--- config.mk ---
export PLATFORM = sky130hd
export DESIGN_NAME = store_buffer_flat
export DESIGN_NICKNAME = d
export VERILOG_FILES = /design/src/rtl/store_buffer_pkg.sv /design/src/rtl/store_buffer_if.sv /design/src/rtl/sb_fifo.sv /design/src/rtl/store_buffer.sv /design/src/flat_wrapper.sv
export SDC_FILE = /design/constraint.sdc
export NUM_CORES = 1
export LEC_CHECK = 0
export BUFFER_PORTS_ARGS = -buffer_cell sky130_fd_sc_hd__buf_4
export CAP_MARGIN = 20
export CORE_ASPECT_RATIO = 1.1
export CORE_MARGIN = 1
export CORE_UTILIZATION = 61
export CTS_CLUSTER_SIZE = 20
export DETAILED_ROUTE_END_ITERATION = 8
export PLACE_DENSITY = 0.9
export SLEW_MARGIN = 0
export SYNTH_ARGS = -nofsm -noshare
export SYNTH_HDL_FRONTEND = slang
export SYNTH_SLANG_ARGS = --single-unit
--- constraint.sdc ---
create_clock -name clk -period 6.3 [get_ports clk]
set_input_delay 0.315 -clock clk [delete_from_list [all_inputs] [get_ports clk]]
set_output_delay 0.315 -clock clk [all_outputs]
set_load 0.1 [all_outputs]
--- src/rtl/store_buffer_pkg.sv ---
// store_buffer_pkg
//   Shared definitions for the data-memory path: sign_mask access codes,
//   the memory-mapped LED address, the store-buffer FSM state encoding and
//   the layout of one buffered store entry.
//   No ports (package).
package store_buffer_pkg;

  // Access size / sign codes carried on sign_mask. The store buffer only
  // passes them through; data_mem interprets them.
  localparam logic [3:0] SM_BYTE       = 4'b0000;
  localparam logic [3:0] SM_HALF       = 4'b0001;
  localparam logic [3:0] SM_WORD       = 4'b0010;
  localparam int         SM_SIGNED_BIT = 2;
  localparam logic [3:0] SM_SIGNED     = 4'b0100;

  // Memory-mapped LED register inside data_mem.
  localparam logic [31:0] LED_ADDR = 32'h0000_2000;

  typedef enum logic [1:0] {
    SB_DRAIN      = 2'd0,
    SB_LOAD_ISSUE = 2'd1,
    SB_LOAD_WAIT  = 2'd2
  } sb_state_e;

  // One buffered store: {addr, data, sign_mask} = 68 bits.
  typedef struct packed {
    logic [31:0] addr;
    logic [31:0] data;
    logic [3:0]  sign_mask;
  } sb_entry_t;

  localparam int ENTRY_W = $bits(sb_entry_t);

endpackage

--- src/rtl/store_buffer_if.sv ---
// store_buffer_if
//   Memory request bus as presented by data_mem. The same bus is used on
//   the core side of the store buffer and on the data_mem side.
//   Signals:
//     addr        byte address
//     write_data  store data
//     memwrite    store request
//     memread     load request
//     sign_mask   access size/sign code
//     read_data   load result (slave -> master)
//     stall       slave is busy, master must hold its request (slave -> master)
//   Modports:
//     master  drives the request, receives read_data/stall
//     slave   receives the request, drives read_data/stall
interface store_buffer_if;

  logic [31:0] addr;
  logic [31:0] write_data;
  logic        memwrite;
  logic        memread;
  logic [3:0]  sign_mask;
  logic [31:0] read_data;
  logic        stall;

  modport master (
    output addr, write_data, memwrite, memread, sign_mask,
    input  read_data, stall
  );

  modport slave (
    input  addr, write_data, memwrite, memread, sign_mask,
    output read_data, stall
  );

endinterface

--- src/rtl/sb_fifo.sv ---
// sb_fifo
//   Synchronous FIFO holding buffered store entries. Reads are
//   fall-through: rdata always shows the head entry.
//   Ports:
//     clk, reset  clock, asynchronous active-high reset
//     push        write wdata at the tail (accepted when not full, or when
//                 full and a pop happens in the same cycle)
//     pop         drop the head entry (ignored when empty)
//     wdata       entry to push
//     rdata       head entry
//     full/empty  occupancy flags
//     count       number of valid entries, 0..DEPTH
module sb_fifo
  import store_buffer_pkg::*;
#(
  parameter int WIDTH = ENTRY_W,
  parameter int DEPTH = 4,
  parameter int PTR_W = 2
) (
  input  logic             clk,
  input  logic             reset,
  input  logic             push,
  input  logic             pop,
  input  logic [WIDTH-1:0] wdata,
  output logic [WIDTH-1:0] rdata,
  output logic             full,
  output logic             empty,
  output logic [PTR_W:0]   count
);

  localparam logic [PTR_W:0] FULL_COUNT = (PTR_W + 1)'(DEPTH);

  logic [WIDTH-1:0] storage [DEPTH];
  logic [PTR_W-1:0] wr_ptr;
  logic [PTR_W-1:0] rd_ptr;
  logic             do_push;
  logic             do_pop;

  // Occupancy comes from count alone, so a full FIFO never looks empty
  // even though both pointers are equal.
  assign full    = (count == FULL_COUNT);
  assign empty   = (count == '0);
  assign do_pop  = pop && !empty;
  assign do_push = push && (!full || do_pop);
  assign rdata   = storage[rd_ptr];

  // Pointers wrap naturally because DEPTH is a power of two.
  always_ff @(posedge clk or posedge reset) begin
    if (reset) begin
      wr_ptr <= '0;
      rd_ptr <= '0;
      count  <= '0;
    end else begin
      if (do_push) wr_ptr <= wr_ptr + 1'b1;
      if (do_pop)  rd_ptr <= rd_ptr + 1'b1;
      case ({do_push, do_pop})
        2'b10:   count <= count + 1'b1;
        2'b01:   count <= count - 1'b1;
        default: count <= count;
      endcase
    end
  end

  // Entry storage needs no reset; stale entries are unreachable once the
  // pointers and count are cleared.
  always_ff @(posedge clk) begin
    if (do_push) storage[wr_ptr] <= wdata;
  end

endmodule

--- src/rtl/store_buffer.sv ---
// store_buffer
//   Sits between the core's memory stage and data_mem. Stores are queued
//   in a small FIFO and drained to data_mem one per cycle while data_mem is
//   not stalling. Loads wait until every older store has been written, then
//   go to data_mem directly (no forwarding from the buffer).
//   Ports:
//     clk, reset  clock, asynchronous active-high reset
//     cpu         slave side of the memory bus, facing the core; cpu.stall
//                 tells the core to hold its request
//     mem         master side of the memory bus, facing data_mem; mem.stall
//                 is data_mem's clk_stall; all mem request outputs are
//                 registered
module store_buffer
  import store_buffer_pkg::*;
#(
  parameter int DEPTH = 4,
  parameter int PTR_W = 2
) (
  input  logic          clk,
  input  logic          reset,
  store_buffer_if.slave  cpu,
  store_buffer_if.master mem
);

  sb_state_e      state;
  sb_state_e      state_next;
  logic           seen_stall;
  logic           seen_stall_next;
  logic           load_done;
  logic           load_done_next;
  logic           cpu_stall;

  logic           push;
  logic           pop;
  logic           full;
  logic           empty;
  logic [PTR_W:0] count;
  sb_entry_t      in_entry;
  sb_entry_t      head;

  logic [31:0]    mem_addr_q;
  logic [31:0]    mem_wdata_q;
  logic           mem_wr_q;
  logic           mem_rd_q;
  logic [3:0]     mem_sm_q;
  logic [31:0]    mem_addr_next;
  logic [31:0]    mem_wdata_next;
  logic           mem_wr_next;
  logic           mem_rd_next;
  logic [3:0]     mem_sm_next;

  assign in_entry      = {cpu.addr, cpu.write_data, cpu.sign_mask};
  assign cpu.stall     = cpu_stall;
  assign cpu.read_data = mem.read_data;
  assign mem.addr       = mem_addr_q;
  assign mem.write_data = mem_wdata_q;
  assign mem.memwrite   = mem_wr_q;
  assign mem.memread    = mem_rd_q;
  assign mem.sign_mask  = mem_sm_q;

  sb_fifo #(
    .WIDTH (ENTRY_W),
    .DEPTH (DEPTH),
    .PTR_W (PTR_W)
  ) u_fifo (
    .clk   (clk),
    .reset (reset),
    .push  (push),
    .pop   (pop),
    .wdata (in_entry),
    .rdata (head),
    .full  (full),
    .empty (empty),
    .count (count)
  );

  // State, handshake flags and the registered data_mem request.
  always_ff @(posedge clk or posedge reset) begin
    if (reset) begin
      state       <= SB_DRAIN;
      seen_stall  <= 1'b0;
      load_done   <= 1'b0;
      mem_addr_q  <= '0;
      mem_wdata_q <= '0;
      mem_wr_q    <= 1'b0;
      mem_rd_q    <= 1'b0;
      mem_sm_q    <= '0;
    end else begin
      state       <= state_next;
      seen_stall  <= seen_stall_next;
      load_done   <= load_done_next;
      mem_addr_q  <= mem_addr_next;
      mem_wdata_q <= mem_wdata_next;
      mem_wr_q    <= mem_wr_next;
      mem_rd_q    <= mem_rd_next;
      mem_sm_q    <= mem_sm_next;
    end
  end

  // Next-state and outputs. load_done marks the single DRAIN cycle right
  // after a load completes: the core still holds memread then, and that
  // cycle must release it instead of issuing the load again.
  always_comb begin
    state_next      = state;
    seen_stall_next = seen_stall;
    load_done_next  = 1'b0;
    cpu_stall       = 1'b0;
    push            = 1'b0;
    pop             = 1'b0;
    mem_addr_next   = mem_addr_q;
    mem_wdata_next  = mem_wdata_q;
    mem_wr_next     = 1'b0;
    mem_rd_next     = 1'b0;
    mem_sm_next     = mem_sm_q;

    case (state)
      SB_DRAIN: begin
        seen_stall_next = 1'b0;
        pop = !empty && !mem.stall;
        if (pop) begin
          mem_wr_next    = 1'b1;
          mem_addr_next  = head.addr;
          mem_wdata_next = head.data;
          mem_sm_next    = head.sign_mask;
        end
        // A store wins over a simultaneous (illegal) load request.
        if (cpu.memwrite) begin
          push      = !full || pop;
          cpu_stall = full && !pop;
        end else if (cpu.memread) begin
          if (!load_done) begin
            cpu_stall = 1'b1;
            // Issue only once no older store is queued or on the bus.
            if ((count == '0) && !mem_wr_q) begin
              mem_rd_next   = 1'b1;
              mem_addr_next = cpu.addr;
              mem_sm_next   = cpu.sign_mask;
              state_next    = SB_LOAD_ISSUE;
            end
          end
        end
      end

      SB_LOAD_ISSUE: begin
        cpu_stall = 1'b1;
        if (mem.stall) seen_stall_next = 1'b1;
        state_next = SB_LOAD_WAIT;
      end

      SB_LOAD_WAIT: begin
        cpu_stall = 1'b1;
        // read_data is valid on the first non-stalled cycle after data_mem
        // has raised clk_stall for this read.
        if (mem.stall) begin
          seen_stall_next = 1'b1;
        end else if (seen_stall) begin
          state_next     = SB_DRAIN;
          load_done_next = 1'b1;
        end
      end

      default: state_next = SB_DRAIN;
    endcase
  end

endmodule

--- src/flat_wrapper.sv ---
// flat-port wrapper written by rule: the top's interface ports become plain ports
module store_buffer_flat import store_buffer_pkg::*;
#(
  parameter int DEPTH = 4,
  parameter int PTR_W = 2
)
  (clk, reset, cpu_addr, cpu_write_data, cpu_memwrite, cpu_memread, cpu_sign_mask, cpu_read_data, cpu_stall, mem_addr, mem_write_data, mem_memwrite, mem_memread, mem_sign_mask, mem_read_data, mem_stall);
  store_buffer_if cpu_i ();
  store_buffer_if mem_i ();
  input  logic clk;
  input  logic reset;
  input wire logic [$bits(cpu_i.addr)-1:0] cpu_addr;
  input wire logic [$bits(cpu_i.write_data)-1:0] cpu_write_data;
  input wire logic [$bits(cpu_i.memwrite)-1:0] cpu_memwrite;
  input wire logic [$bits(cpu_i.memread)-1:0] cpu_memread;
  input wire logic [$bits(cpu_i.sign_mask)-1:0] cpu_sign_mask;
  output wire logic [$bits(cpu_i.read_data)-1:0] cpu_read_data;
  output wire logic [$bits(cpu_i.stall)-1:0] cpu_stall;
  output wire logic [$bits(mem_i.addr)-1:0] mem_addr;
  output wire logic [$bits(mem_i.write_data)-1:0] mem_write_data;
  output wire logic [$bits(mem_i.memwrite)-1:0] mem_memwrite;
  output wire logic [$bits(mem_i.memread)-1:0] mem_memread;
  output wire logic [$bits(mem_i.sign_mask)-1:0] mem_sign_mask;
  input wire logic [$bits(mem_i.read_data)-1:0] mem_read_data;
  input wire logic [$bits(mem_i.stall)-1:0] mem_stall;
  assign cpu_i.addr = cpu_addr;
  assign cpu_i.write_data = cpu_write_data;
  assign cpu_i.memwrite = cpu_memwrite;
  assign cpu_i.memread = cpu_memread;
  assign cpu_i.sign_mask = cpu_sign_mask;
  assign cpu_read_data = cpu_i.read_data;
  assign cpu_stall = cpu_i.stall;
  assign mem_addr = mem_i.addr;
  assign mem_write_data = mem_i.write_data;
  assign mem_memwrite = mem_i.memwrite;
  assign mem_memread = mem_i.memread;
  assign mem_sign_mask = mem_i.sign_mask;
  assign mem_i.read_data = mem_read_data;
  assign mem_i.stall = mem_stall;
  store_buffer #(.DEPTH(DEPTH), .PTR_W(PTR_W)) u_core (.clk(clk), .reset(reset), .cpu(cpu_i), .mem(mem_i));
endmodule
# Yosys cells after proc, flatten, opt, wreduce, memory -nomap -nowiden
# Memories as Yosys holds them, arrays and structs flattened.
# Cells that the tools add are included.
[word_totals]
ff_bits = 81
ram_bits = 272
inputBits = 105
out_inout_bits = 103
elab_cells = 87
mem_count = 1
[classes]
n_addsub = 4
eq_ne = 12
mux = 39
n_reduce_logical = 20
[mem_list]
columns = ["name", "depth", "word_bits", "read_ports", "rd_clocked_by_memory_dff", "write_ports", "line_no", "rtl"]
rows = [
  ["u_core.u_fifo.storage", 4, 68, 1, 0, 1, "sb_fifo.sv:33", "logic [WIDTH-1:0] storage [DEPTH];"],
]
[ops]
columns = ["op", "count"]
rows = [
  ["$mux 32", 5],
  ["$mux 4", 5],
  ["$mux 1", 19],
  ["$mux 2", 6],
  ["$ne 2x2->1 const B", 4],
  ["$ne 2x1->1 const B", 3],
  ["$pmux 2 s3", 1],
  ["$pmux 3 s2", 1],
  ["$reduce_and 6->1", 1],
  ["$logic_and 1x1->1", 5],
  ["$logic_not 1->1", 5],
  ["$add 2x1->2 const B", 2],
  ["$eq 2x1->1 const B", 2],
  ["$eq 2x2->1 const B", 2],
  ["$pmux 1 s2", 2],
  ["$reduce_and 2->1", 2],
  ["$reduce_bool 2->1", 2],
  ["$add 3x1->3 const B", 1],
  ["$eq 3x3->1 const B", 1],
  ["$logic_not 3->1", 1],
  ["$sub 3x1->3 const B", 1],
  ["$logic_not 2->1", 1],
  ["$logic_or 1x1->1", 2],
  ["$reduce_or 2->1", 1],
]

# Logic depth before layout (Yosys ltp)
# Gate-level depths: netlist (run 1).
[depth]
depth_word = 9
mapped_depth = 11
mapped_depth_nobuf = 11

# Modules after synthesis
# A second synthesis (run 1) with hierarchy kept.
[unflattened]
hier_cells = 797
hier_area_um2 = 14709.1
[by_module_without_submodules]
columns = ["mod", "instances", "cells_per_inst", "area_per_inst_um2", "seq_area_each_um2"]
rows = [
  ["sb_fifo", 1, 413, 10303.6, 8343.0],
  ["store_buffer", 1, 384, 4405.5, 1851.8],
]

# Least setup slack after synthesis (run 1)
# OpenSTA, ideal clock, no wires.
[synth_timing]
kind = "reg-to-reg"
start = "reg u_core.state[0]"
end = "mem u_core.u_fifo.storage[0][0] (netlist name) (enable)"
setup_time_ns = 0.433
arrival_ns = 2.768
t_required_ns = 5.867
slack_ns = 3.098
path_stages_with_launch = 6
path_buffers = 0
period_less_slack_ns = 3.202
path_cell_list = "dfrtp_1 inv_1 ha_1 nand2_1 a21oi_1 and2_1"
[synth_between]
elab_chain_cells = 7
word_cells_on_any_way = 8
classes_between = "mux (4); reduce/logical (4)"
[synth_lines]
columns = ["element", "line_no", "rtl"]
rows = [
  ["start, declared", "store_buffer.sv:25", "sb_state_e state;"],
  ["start signal, assigned", "store_buffer.sv:89", "state <= state_next;"],
  ["$logic_not 2->1 (*)", "store_buffer.sv:116", "case (state)"],
  ["$mux 1", "store_buffer.sv:116", ""],
  ["$logic_and 1x1->1", "sb_fifo.sv:43", "assign do_pop = pop && !empty;"],
  ["$logic_or 1x1->1", "sb_fifo.sv:44", "assign do_push = push && (!full || do_pop);"],
  ["$logic_and 1x1->1 (*)", "sb_fifo.sv:44", ""],
  ["$mux 1 (*)", "sb_fifo.sv:67", "if (do_push) storage[wr_ptr] <= wdata;"],
  ["$mux 1 (implied by the code) (*)", "sb_fifo.sv:67", ""],
  ["end, declared", "sb_fifo.sv:33", ""],
]
# Mark *: on every way between the ends. The rest lies on a longest branch, timed or not.

# Worst setup path in the final report (run 1)
[layout_timing]
start = "reg u_core.state[1]"
end = "reg u_core.u_fifo.count[2]"
[layout_between]
elab_chain_cells = 7
word_cells_on_any_way = 10
classes_between = "eq/ne (2); mux (3); reduce/logical (5)"
[layout_lines]
columns = ["element", "line_no", "rtl"]
rows = [
  ["$logic_not 2->1 (*)", "store_buffer.sv:116", ""],
  ["$mux 1", "store_buffer.sv:116", ""],
  ["$logic_and 1x1->1", "sb_fifo.sv:43", ""],
  ["$logic_or 1x1->1", "sb_fifo.sv:44", ""],
  ["$logic_and 1x1->1", "sb_fifo.sv:44", ""],
  ["$eq 2x1->1 or $eq 2x2->1 (tied branches)", "sb_fifo.sv:56", "case ({do_push, do_pop})"],
  ["$pmux 3 s2 or $reduce_bool 2->1 (tied branches)", "--", ""],
  ["end signal, assigned", "sb_fifo.sv:57", "2'b10: count <= count + 1'b1;"],
  ["end signal, assigned", "sb_fifo.sv:58", "2'b01: count <= count - 1'b1;"],
  ["end signal, assigned", "sb_fifo.sv:59", "default: count <= count;"],
  ["end, declared", "sb_fifo.sv:28", "output logic [PTR_W:0] count"],
]
# Marks and branches as above.
# A chain may end at the register's enable or synchronous reset.

==> results of run 1 <==
==> how the worst min path moves through the flow <==
stage	startpoint	to
finish	cpu_write_data[13]	u_core.u_fifo.storage[1][17]$_DFFE_PP_
CTS	cpu_write_data[13]	u_core.u_fifo.storage[1][17]$_DFFE_PP_
global route	cpu_write_data[1]	u_core.u_fifo.storage[2][5]$_DFFE_PP_
floorplan	mem_stall	u_core.mem.memwrite$_DFF_PP0_
global placement	reset	u_core.mem.addr[17]$_DFFE_PP0P_
detailed placement	reset	u_core.mem.addr[17]$_DFFE_PP0P_
==> area by class of cell <==
cell class,instances,area share [%]
Clock buffer,47,6.11
Clock inverter,16,0.966
Inverter,12,0.291
Timing Repair Buffer,163,7.93
Sequential cell,353,64.0
Multi-Input combinational cell,222,18.4
Tap cell,290,2.28
==> sequential cells by signal (all words and copies together), names as in the netlist <==
register and flops:
u_core.u_fifo.count 3, u_core.seen_stall 1, u_core.mem.memread 1, u_core.u_fifo.storage 272, u_core.state 2, u_core.mem.write_data 32
u_core.u_fifo.rd_ptr 2, u_core.load_done 1, u_core.u_fifo.wr_ptr 2, u_core.mem.memwrite 1, u_core.mem.addr 32, u_core.mem.sign_mask 4
==> worst max-delay path, stage by stage (launching register included) <==
cell and delay (ps):
dfrtp_1 420, inv_1 120, ha_1 290, inv_2 110
nor3_4 170, buf_4 740, ha_1 330, inv_1 70
fa_1 380, xor2_1 150, nor2_1 110, xor2_1 150
==> kinds of logic (layout without fill, tap and decap cells) <==
logic type | Yosys count | after routing | share of synthesized area, %
compound gates | 45 | 45 | 3.37
xor+xnor | 6 | 6 | 0.387
fa+ha+maj | 10 | 10 | 0.977
buf+inv | 74 | 238 | 3.44
flops | 353 | 353 | 75.1
mux | 102 | 102 | 14.1
simple gates | 59 | 59 | 2.62
==> cells in the final DEF (no fill, tap or decap), drive strengths merged <==
master	instances
edfxtp	272
buf	147
dfrtp	81
mux4	68
clkbuf	47
nand2b	37
o221a	36
mux2	33
dlygate4sd3	16
clkinv	13
inv	11
ha	9
nor2	8
a21oi	5
nand2	5
and2	5
xor2	3
xnor2	3
bufinv	3
nor3	3
o21ai	2
and4b	1
o21a	1
mux2i	1
a32o	1
fa	1
clkinvlp	1
==> through the flow <==
step	util (%)	hold slack (ps)	worst slack (ps)	cells	area, um2
floorplan	-	386	3100	649	13600
global placement	67.9	448	3300	1024	14600
detailed placement	67.9	459	3170	1024	14600
CTS	73.8	0.848	3150	1103	15900
global route	73.8	8.91	2960	1103	15900
finish	73.8	19.2	3170	1103	15900
==> per-layer routing <==
metal	global-route usage (%)	part of all wire (%)	vias up
li1	-	-	2838
met1	31.0	38	3513
met2	40.6	51	340
met3	4.03	8.1	71
met4	8.97	2.9	0
met5	0	0	-
==> flow_summary_export.csv, run 1 <==
group,metric,value,unit
sta,min_period,3130,ps
worst_setup_path,r2r-start,"u_core.state[1]$_DFFE_PP0P_",
layout,register_area,10200,um2
yosys,synth-main-ff-cell,"edfxtp_1",
detailed_routing,via_count,6762,
yosys,synthesis.area,13600,um2
flow_run,drv_cap,0,
detailed_routing,wire_per_inst,23.7,um
yosys,synth_top_area_share,60.2,%
global_route,grt_pass1_vias,7198,
worst_setup_path,required,6720,ps
clock_network,cts-root-buf,"clkbuf_16",
clock_network,clk_pin_slew,60,ps
global_route,grt_antenna_before_repair,0,
detailed_routing,final_antenna_net_count,0,
die,core,21600,um2
placement,port_buffers,143,
detailed_routing,dr.pass1.iters,5,
layout,drive_gt1_share,41.7,%
layout,filler_cell_count,1211,
min_path,hold_depth,1,
worst_setup_path,crit_type,"reg2reg",
worst_setup_path,rrSetupSlack,3170,ps
worst_setup_path,crit_path_start_kind,"flip-flop",
yosys,yosysTopAreaCell,"edfxtp_1",
sta,fin_crit_sh,49.7,%
yosys,synth_fp_nets,764,
sta,worst_pin_slew,1080,ps
status,outcome,"finished, final reports clean",
yosys,ys_async_sr_fraction,22.9,%
detailed_routing,routed_wl,26.1,mm
die,die_height,158,um
detailed_routing,drc,0,
yosys,ys_seq_area_share,75.1,%
yosys,yosysWarnings,0,
yosys,yosys-top-cells-count,"edfxtp_1 (272), dfrtp_1 (81), mux4_2 (68), nand2b_1 (37), buf_4 (34)",
sta,rsz0062_at_grt,"no",
clock_network,cts_inserted_buffers,35,
clock_network,cts_setup_buffers,0,
min_path,hold_class,"in2reg",
worst_setup_path,r2r-end,"u_core.u_fifo.count[2]$_DFFE_PP0P_",
yosys,synthCells,649,
die,row_count,56,
worst_setup_path,critPathCapture,"u_core.u_fifo.count[2]$_DFFE_PP0P_",
yosys,synth_enable_flop_cells,272,
global_route,grt_overflow,0,
placement,dpl.hpwl,14.5,mm
worst_setup_path,cp-startpoint,"u_core.state[1]$_DFFE_PP0P_",
clock_network,htree_levels,2,
yosys,synth_seq_cells,353,
layout,antennaDiodeCount,0,
sta,fin_setup_tns,0,ps
worst_setup_path,arrival,3550,ps
sta,finalClockSkew,15.8,ps
clock_network,cts_sinks,353,
placement,gp_congestion,0.743,
clock_network,hold_buffers,16,
sta,worst_slew_margin_rel,28.0,%
worst_setup_path,crit_fanout,71,
layout,multi_input_area,2930,um2
detailed_routing,vias_per_cell,6.13,
detailed_routing,first_iter_violations,446,
global_route,grt.total_usage,23.8,%
sta,slew_viol_final,0,
clock_network,cts-resized-gates,0,
yosys,yosysMostFrequentCell,"edfxtp_1",
die,io_pins,208,
die,die_w,144,um
die,dieArea,22900,um2
layout,final_net_count,902,
sta,hold_viol,0,
global_route,grt_pass1_wl,39.5,mm
sta,setup_viol,0,
worst_setup_path,worstRegToRegCells,11,
clock_network,clock_latency,500,ps
yosys,ys_top_cells_by_area,"edfxtp_1 (60%), dfrtp_1 (15%), mux4_2 (11%)",
die,initial_core_util,62.9,%
clock_network,clk_path_buf_depth,3,
clock_network,cts_tree,"yes",
yosys,synth_cell_type_count,30,
global_route,grt_start_max_net_pins,72,
worst_setup_path,critPathCaptureType,"flip-flop",
layout,area.growth.synth_to_final,17.4,%
sta,fmax,319,MHz
yosys,synth_area_per_cell,20.9,um2
Power of run 1 is not shown: default switching activity piles up to over one toggle a cycle in this logic, so the estimate is an artifact.
==> run 2, diff against run 1 <==
- CORE_UTILIZATION: 61 -> 56
- PLACE_DENSITY: 0.9 -> 0.84
- clock period: 6.3 -> 3.1 ns (I/O delays scaled with it)
==> run 2 against run 1 <==
Against the previous run:
- clock-buffer cell count increased by 4
- sequential share of layout area decreased by 2.8 points
- core utilization down 3.5 points
- hold slack improved by 120 ps
- routed wire length grew 5.3%
- final area rose by 4.6%
- non-clock buffer count rose by 66
- die area up 8.8%
- first-iteration DRC count rose by 13%
==> flow_summary_export.csv, run 2 (same netlist as run 1, synthesis figures left out) <==
group,metric,value,unit
status,outcome,"finished, final reports clean",
clock_network,cts_sinks,353,
clock_network,htree_levels,2,
die,die_w,150,um
min_path,min_from,"cpu_memwrite",
global_route,grt_antenna_before_repair,1,
sta,min_period,2570,ps
clock_network,cts-root-buf,"clkbuf_16",
sta,slew_viol_final,0,
clock_network,cts-resized-gates,0,
worst_setup_path,r2r-start,"u_core.state[1]$_DFFE_PP0P_",
sta,setup_viol,0,
die,dieArea,24900,um2
worst_setup_path,critPathCaptureType,"flip-flop",
layout,layout_common_cells,"edfxtp_1 (272), buf_4 (152), dfrtp_1 (79)",
detailed_routing,routed_wl,27.5,mm
layout,area.growth.synth_to_final,22.7,%
clock_network,cts_tree,"yes",
placement,gp_congestion,0.819,
placement,port_buffers,143,
sta,fin_setup_tns,0,ps
layout,filler_cell_count,1377,
placement,dpl.hpwl,16.3,mm
sta,worst_slew_margin_rel,43.8,%
sta,worst_pin_slew,839,ps
worst_setup_path,rrSetupSlack,530,ps
global_route,grt.total_usage,23.3,%
worst_setup_path,worstRegToRegCells,6,
sta,finalClockSkew,8.89,ps
sta,rsz0062_at_grt,"no",
detailed_routing,final_antenna_net_count,0,
worst_setup_path,crit_path_start_kind,"flip-flop",
layout,largest-register,"u_core.u_fifo.storage",
die,io_pins,208,
clock_network,clk_path_buf_depth,3,
layout,final_util,70.3,%
layout,layout_commonest_cell,"edfxtp_1",
sta,fin_crit_sh,82.9,%
global_route,grt_overflow,0,
worst_setup_path,cp-startpoint,"u_core.state[1]$_DFFE_PP0P_",
sta,fmax,389,MHz
worst_setup_path,crit_type,"reg2reg",
layout,final_net_count,968,
worst_setup_path,r2r-end,"u_core.u_fifo.storage[2][19]$_DFFE_PP_",
clock_network,cts_inserted_buffers,35,
layout,drive_gt1_share,39.1,%
detailed_routing,first_iter_violations,503,
detailed_routing,dr.pass1.iters,7,
global_route,grt_start_max_net_pins,71,
detailed_routing,via_count,6883,
die,row_count,59,
die,initial_core_util,57.3,%
detailed_routing,wire_per_inst,23.2,um
detailed_routing,vias_per_cell,5.81,
layout,largest_reg_flops,272,
clock_network,clock_latency,500,ps
min_path,hold_class,"in2reg",
global_route,grt_pass1_wl,42.6,mm
worst_setup_path,arrival,2760,ps
die,core,23700,um2
die,die_height,165,um
sta,hold_viol,0,
worst_setup_path,crit_fanout,28,
detailed_routing,drc,0,
global_route,grt_pass1_vias,7537,
clock_network,clk_pin_slew,60,ps
worst_setup_path,required,3290,ps
flow_run,drv_cap,0,
worst_setup_path,critPathCapture,"u_core.u_fifo.storage[2][19]$_DFFE_PP_",
==> run 2: cell types whose count changed in the layout (fill, tap and decap cells not counted) <==
| cell | previous run | this run |
|---|---|---|
| clkinv_2 | 10 | 4 |
| buf_12 | 0 | 7 |
| clkbuf_1 | 9 | 13 |
| clkinvlp_4 | 1 | 0 |
| clkinv_1 | 3 | 6 |
| dlygate4sd3_1 | 16 | 70 |
| diode_2 | 0 | 1 |
| buf_4 | 147 | 152 |
==> run 2: layout make-up <==
cell class	count	area, um2	share of cell area, %
Tap cell	305	382	2.29
Antenna cell	1	2.50	0.0150
Sequential cell	353	10200	61.2
Inverter	12	46.3	0.278
Timing Repair Buffer	229	1980	11.9
Clock buffer	51	988	5.93
Clock inverter	12	128	0.766
Multi-Input combinational cell	222	2930	17.6
==> run 2: worst max-delay path: stages, from the launching register on <==
cell and delay, ps:
dfrtp_1 420, inv_1 100, ha_1 270, nand2_1 80, a21oi_1 500, and2_4 540, buf_4 330
==> run 2: how the worst min path moves through the flow <==
stage | endpoint | slack (ps) | cells after the start
6_report | u_core.u_fifo.wr_ptr[0]$_DFFE_PP0P_ | 140 | 4
5_1_grt | u_core.u_fifo.wr_ptr[0]$_DFFE_PP0P_ | 170 | 4
4_1_cts | u_core.u_fifo.wr_ptr[0]$_DFFE_PP0P_ | 110 | 4
3_5_place_dp | cpu_read_data[7] | 310 | 0
3_3_place_gp | u_core.mem.sign_mask[0]$_DFFE_PP0P_ | 300 | 2
2_1_floorplan | u_core.mem.memwrite$_DFF_PP0_ | 230 | 1
==> run 2: timing repair <==
item / in CTS / in global routing
hold buffers: 70 / 0
hold endpoints to repair: 345 / 0
buffers inserted: 0 / 0
==> run 2: layer usage <==
layer,global-route usage (%),routed length [um],up-vias
met5,0,0,-
met4,9.14,923,0
met3,4.53,1540,85
met2,40.3,14300,244
met1,29.2,10700,3576
li1,-,-,2978
==> run 2: metrics by stage <==
step | hold WS (ps) | cell area (um2) | setup WS [ps] | instances
6_report | 143 | 16700 | 529 | 1185
5_1_grt | 173 | 16700 | 353 | 1185
4_1_cts | 113 | 16700 | 520 | 1184
3_5_place_dp | 311 | 14800 | 551 | 1051
3_3_place_gp | 302 | 14800 | 669 | 1051
2_1_floorplan | 226 | 13600 | 626 | 649
Power of run 2 is left out for the same reason.
==> run 3, diff against run 2 <==
- ABC_AREA: default -> 1
- CORE_UTILIZATION: 56 -> 52
- PLACE_DENSITY: 0.84 -> 0.81
- clock period: 3.1 -> 2.07 ns (I/O delays scaled with it)
==> run 3 against run 2 <==
Against the previous run:
- the flow now finishes with violations (setup timing)
- synthesized area increased by 12%
- flip-flop and latch count unchanged
- via count up 63%
- register-to-register slack worse by 550 ps
- synthesized cell count up 130%
- fmax grew 23%
- non-clock buffer count increased by 26
- final area grew 13%
- clock-buffer cell count unchanged
- critical endpoint is now u_core.mem.write_data[2]$_DFFE_PP0N_
==> flow_summary_export.csv, run 3 <==
group,metric,value,unit
die,die_height,182,um
detailed_routing,wire_per_inst,17.8,um
placement,dp.cells,1959,
yosys,ys_async_sr_fraction,22.9,%
min_path,hold_class,"in2reg",
power,leakagePower,8.25,nW
power,vdd_ir_drop_max,0.00163,V
global_route,grt_pass1_wl,58.9,mm
status,outcome,"finished with violations",
detailed_routing,drc,0,
yosys,synthCells,1524,
global_route,grt.busiest_layer,"met2",
worst_setup_path,crit_top_cell,"inv_2",
clock_network,cts-root-buf,"clkbuf_16",
placement,gp_congestion,0.785,
global_route,grt_use_met1,31.2,%
yosys,synth_area_per_cell,10.0,um2
worst_setup_path,cpPeakStageDelay,670,ps
worst_setup_path,crit_type,"reg2reg",
worst_setup_path,arrival,2520,ps
sta,fmax,479,MHz
detailed_routing,dr.pass1.iters,5,
layout,largest-register,"u_core.u_fifo.storage",
layout,drive_gt1_share,15.4,%
worst_setup_path,crit_path_cell_trace,"inv_2 -> ha_4 -> buf_6 -> inv_2 -> buf_4 -> o21ai_0 -> nand2_1",
clock_network,cts_sinks,353,
yosys,synth_top_area_share,53.6,%
clock_network,cts_inserted_buffers,35,
global_route,grt_overflow,0,
status,violations,"setup timing",
placement,dpl-instance-area,16700,um2
yosys,yosys-top-cells-count,"nand2_1 (583), edfxtp_1 (272), inv_1 (129), nor2_1 (109), o21ai_0 (100)",
global_route,grt_start_max_net_pins,139,
worst_setup_path,required,2510,ps
detailed_routing,via_count,11200,
detailed_routing,routed_wl,37.3,mm
yosys,synth_seq_cells,353,
flow_run,drv_cap,0,
placement,port_buffers,143,
power,power,0.0328,W
global_route,met3_usage,4.32,%
die,dieArea,30000,um2
power,power_density,1750,nW/um2
clock_network,clk_pin_slew,60,ps
clock_network,cts_tree,"yes",
clock_network,clk_path_buf_depth,3,
sta,slew_viol_final,0,
sta,fin_ws,-18.6,ps
yosys,synthesis.area,15200,um2
sta,hold_viol,0,
yosys,synth_fp_nets,1639,
yosys,synth-main-ff-cell,"edfxtp_1",
global_route,gr-usage-met2,44.0,%
die,io_pins,208,
yosys,synth_enable_flop_cells,272,
sta,fin_crit_sh,101,%
detailed_routing,vias_per_cell,5.34,
layout,finalNonFillerCells,2100,
layout,largest_reg_flops,272,
sta,worst_pin_slew,845,ps
yosys,ys_top_cells_by_area,"edfxtp_1 (54%), nand2_1 (14%), dfrtp_1 (13%)",
worst_setup_path,critPathCaptureType,"flip-flop",
sta,worst_slew_margin_rel,43.6,%
clock_network,clock_latency,520,ps
worst_setup_path,path_buf_inv,4,
die,die_w,165,um
die,core,28700,um2
sta,min_period,2090,ps
layout,layout_common_cells,"nand2_1 (583), edfxtp_1 (272), buf_4 (167)",
worst_setup_path,crit_fanout,71,
die,initial_core_util,53.1,%
sta,finalClockSkew,17.4,ps
yosys,ys_seq_area_share,66.9,%
sta,setup_viol,1,
global_route,grt_pass1_vias,11400,
placement,dpl.hpwl,21.1,mm
worst_setup_path,critical-path-top-delay-family,"buffers and inverters",
worst_setup_path,slowest_stage,"buf_4",
yosys,yosysWarnings,0,
detailed_routing,first_iter_violations,756,
worst_setup_path,crit_path_start_kind,"flip-flop",
yosys,synth_cell_type_count,25,
detailed_routing,final_antenna_net_count,0,
layout,fin_area,18700,um2
die,row_count,65,
yosys,yosysMostFrequentCell,"nand2_1",
yosys,yosysTopAreaCell,"edfxtp_1",
layout,layout_commonest_cell,"nand2_1",
global_route,grt_antenna_before_repair,0,
sta,rsz0062_at_grt,"yes",
layout,final_net_count,1819,
layout,area.growth.synth_to_final,23.0,%
sta,whs,136,ps
global_route,grt.total_usage,25.6,%
clock_network,htree_levels,2,
[run 3: changes by cell type after synthesis, moves of 39 or more]
cell | previous run | this run
inv_1 | 11 | 129
nand2_1 | 4 | 583
mux4_2 | 68 | 0
nand3_1 | 0 | 39
nor2_1 | 8 | 109
o21ai_0 | 2 | 100
[run 3: path summary, 6_finish.rpt]
path	start	slack [ps]	endpoint	cells after the start
worst max-delay path	u_core.state[1]$_DFFE_PP0P_	-20	u_core.mem.write_data[2]$_DFFE_PP0N_	7
worst min-delay path	cpu_memwrite	140	u_core.u_fifo.count[0]$_DFFE_PP0P_	4
worst max register to register	u_core.state[1]$_DFFE_PP0P_	-20	u_core.mem.write_data[2]$_DFFE_PP0N_	7
worst min register to register	u_core.mem.sign_mask[3]$_DFFE_PP0P_	500	u_core.mem.sign_mask[3]$_DFFE_PP0P_	2
max in group asynchronous	reset	1190	u_core.mem.write_data[25]$_DFFE_PP0N_	4
min in group asynchronous	reset	160	u_core.mem.addr[13]$_DFFE_PP0P_	3
[run 3: final cells by class]
| class | count | area [um2] |
|---|---|---|
| clock inverter | 13 | 231 |
| sequential | 353 | 10200 |
| multi-input combinational | 926 | 4000 |
| fill | 2056 | 9960 |
| clock buffer | 51 | 1030 |
| timing repair buffer | 255 | 2320 |
| tap | 368 | 460 |
| inverter | 133 | 505 |
| antenna | 1 | 2.50 |
[run 3: logic make-up after synthesis]
logic type | after synthesis | synth area share, %
simple gates | 739 | 18.7
flops | 353 | 66.9
buf+inv | 245 | 7.32
compound gates | 172 | 5.91
fa+ha+maj | 10 | 0.870
xor+xnor | 5 | 0.287
[run 3: where the power goes]
group	internal, W	switching (W)
logic	0.00390	0.0114
clock network	0.00422	0.00263
registers	0.00972	0.000905
[run 3: tightest hold or removal path, cell delays in order]
cell     delay, ps
buf_4          140
nand3_4         70
ha_1           200
xnor2_1         80
[run 3: repair_timing]
action                                 4_1_cts  5_1_grt
setup endpoints to repair                    1       33
pin swaps                                    1        1
gates cloned                                 1        0
hold buffers                                70        0
buffers inserted                             1        4
endpoints found under the hold margin      365        0
resized for setup                           11        3
[run 3: through the flow]
stage / worst slack [ps] / utilization, % / TNS (ps)
finish: -18.6 / 65.3 / -18.6
global route: -63.7 / 65.3 / -410
global placement: 109 / 58.1 / 0
detailed placement: 89.4 / 58.1 / 0
CTS: 4.75 / 65.1 / 0
floorplan: -428 / - / -111700
[run 3: routing by layer]
| layer | routed length (um) | share of wire, % |
|---|---|---|
| met1 | 14100 | 38 |
| met2 | 18800 | 50 |
| met3 | 3050 | 8.2 |
| met4 | 1320 | 3.5 |
| met5 | 0 | 0 |
(Power assumes the default switching activity.)
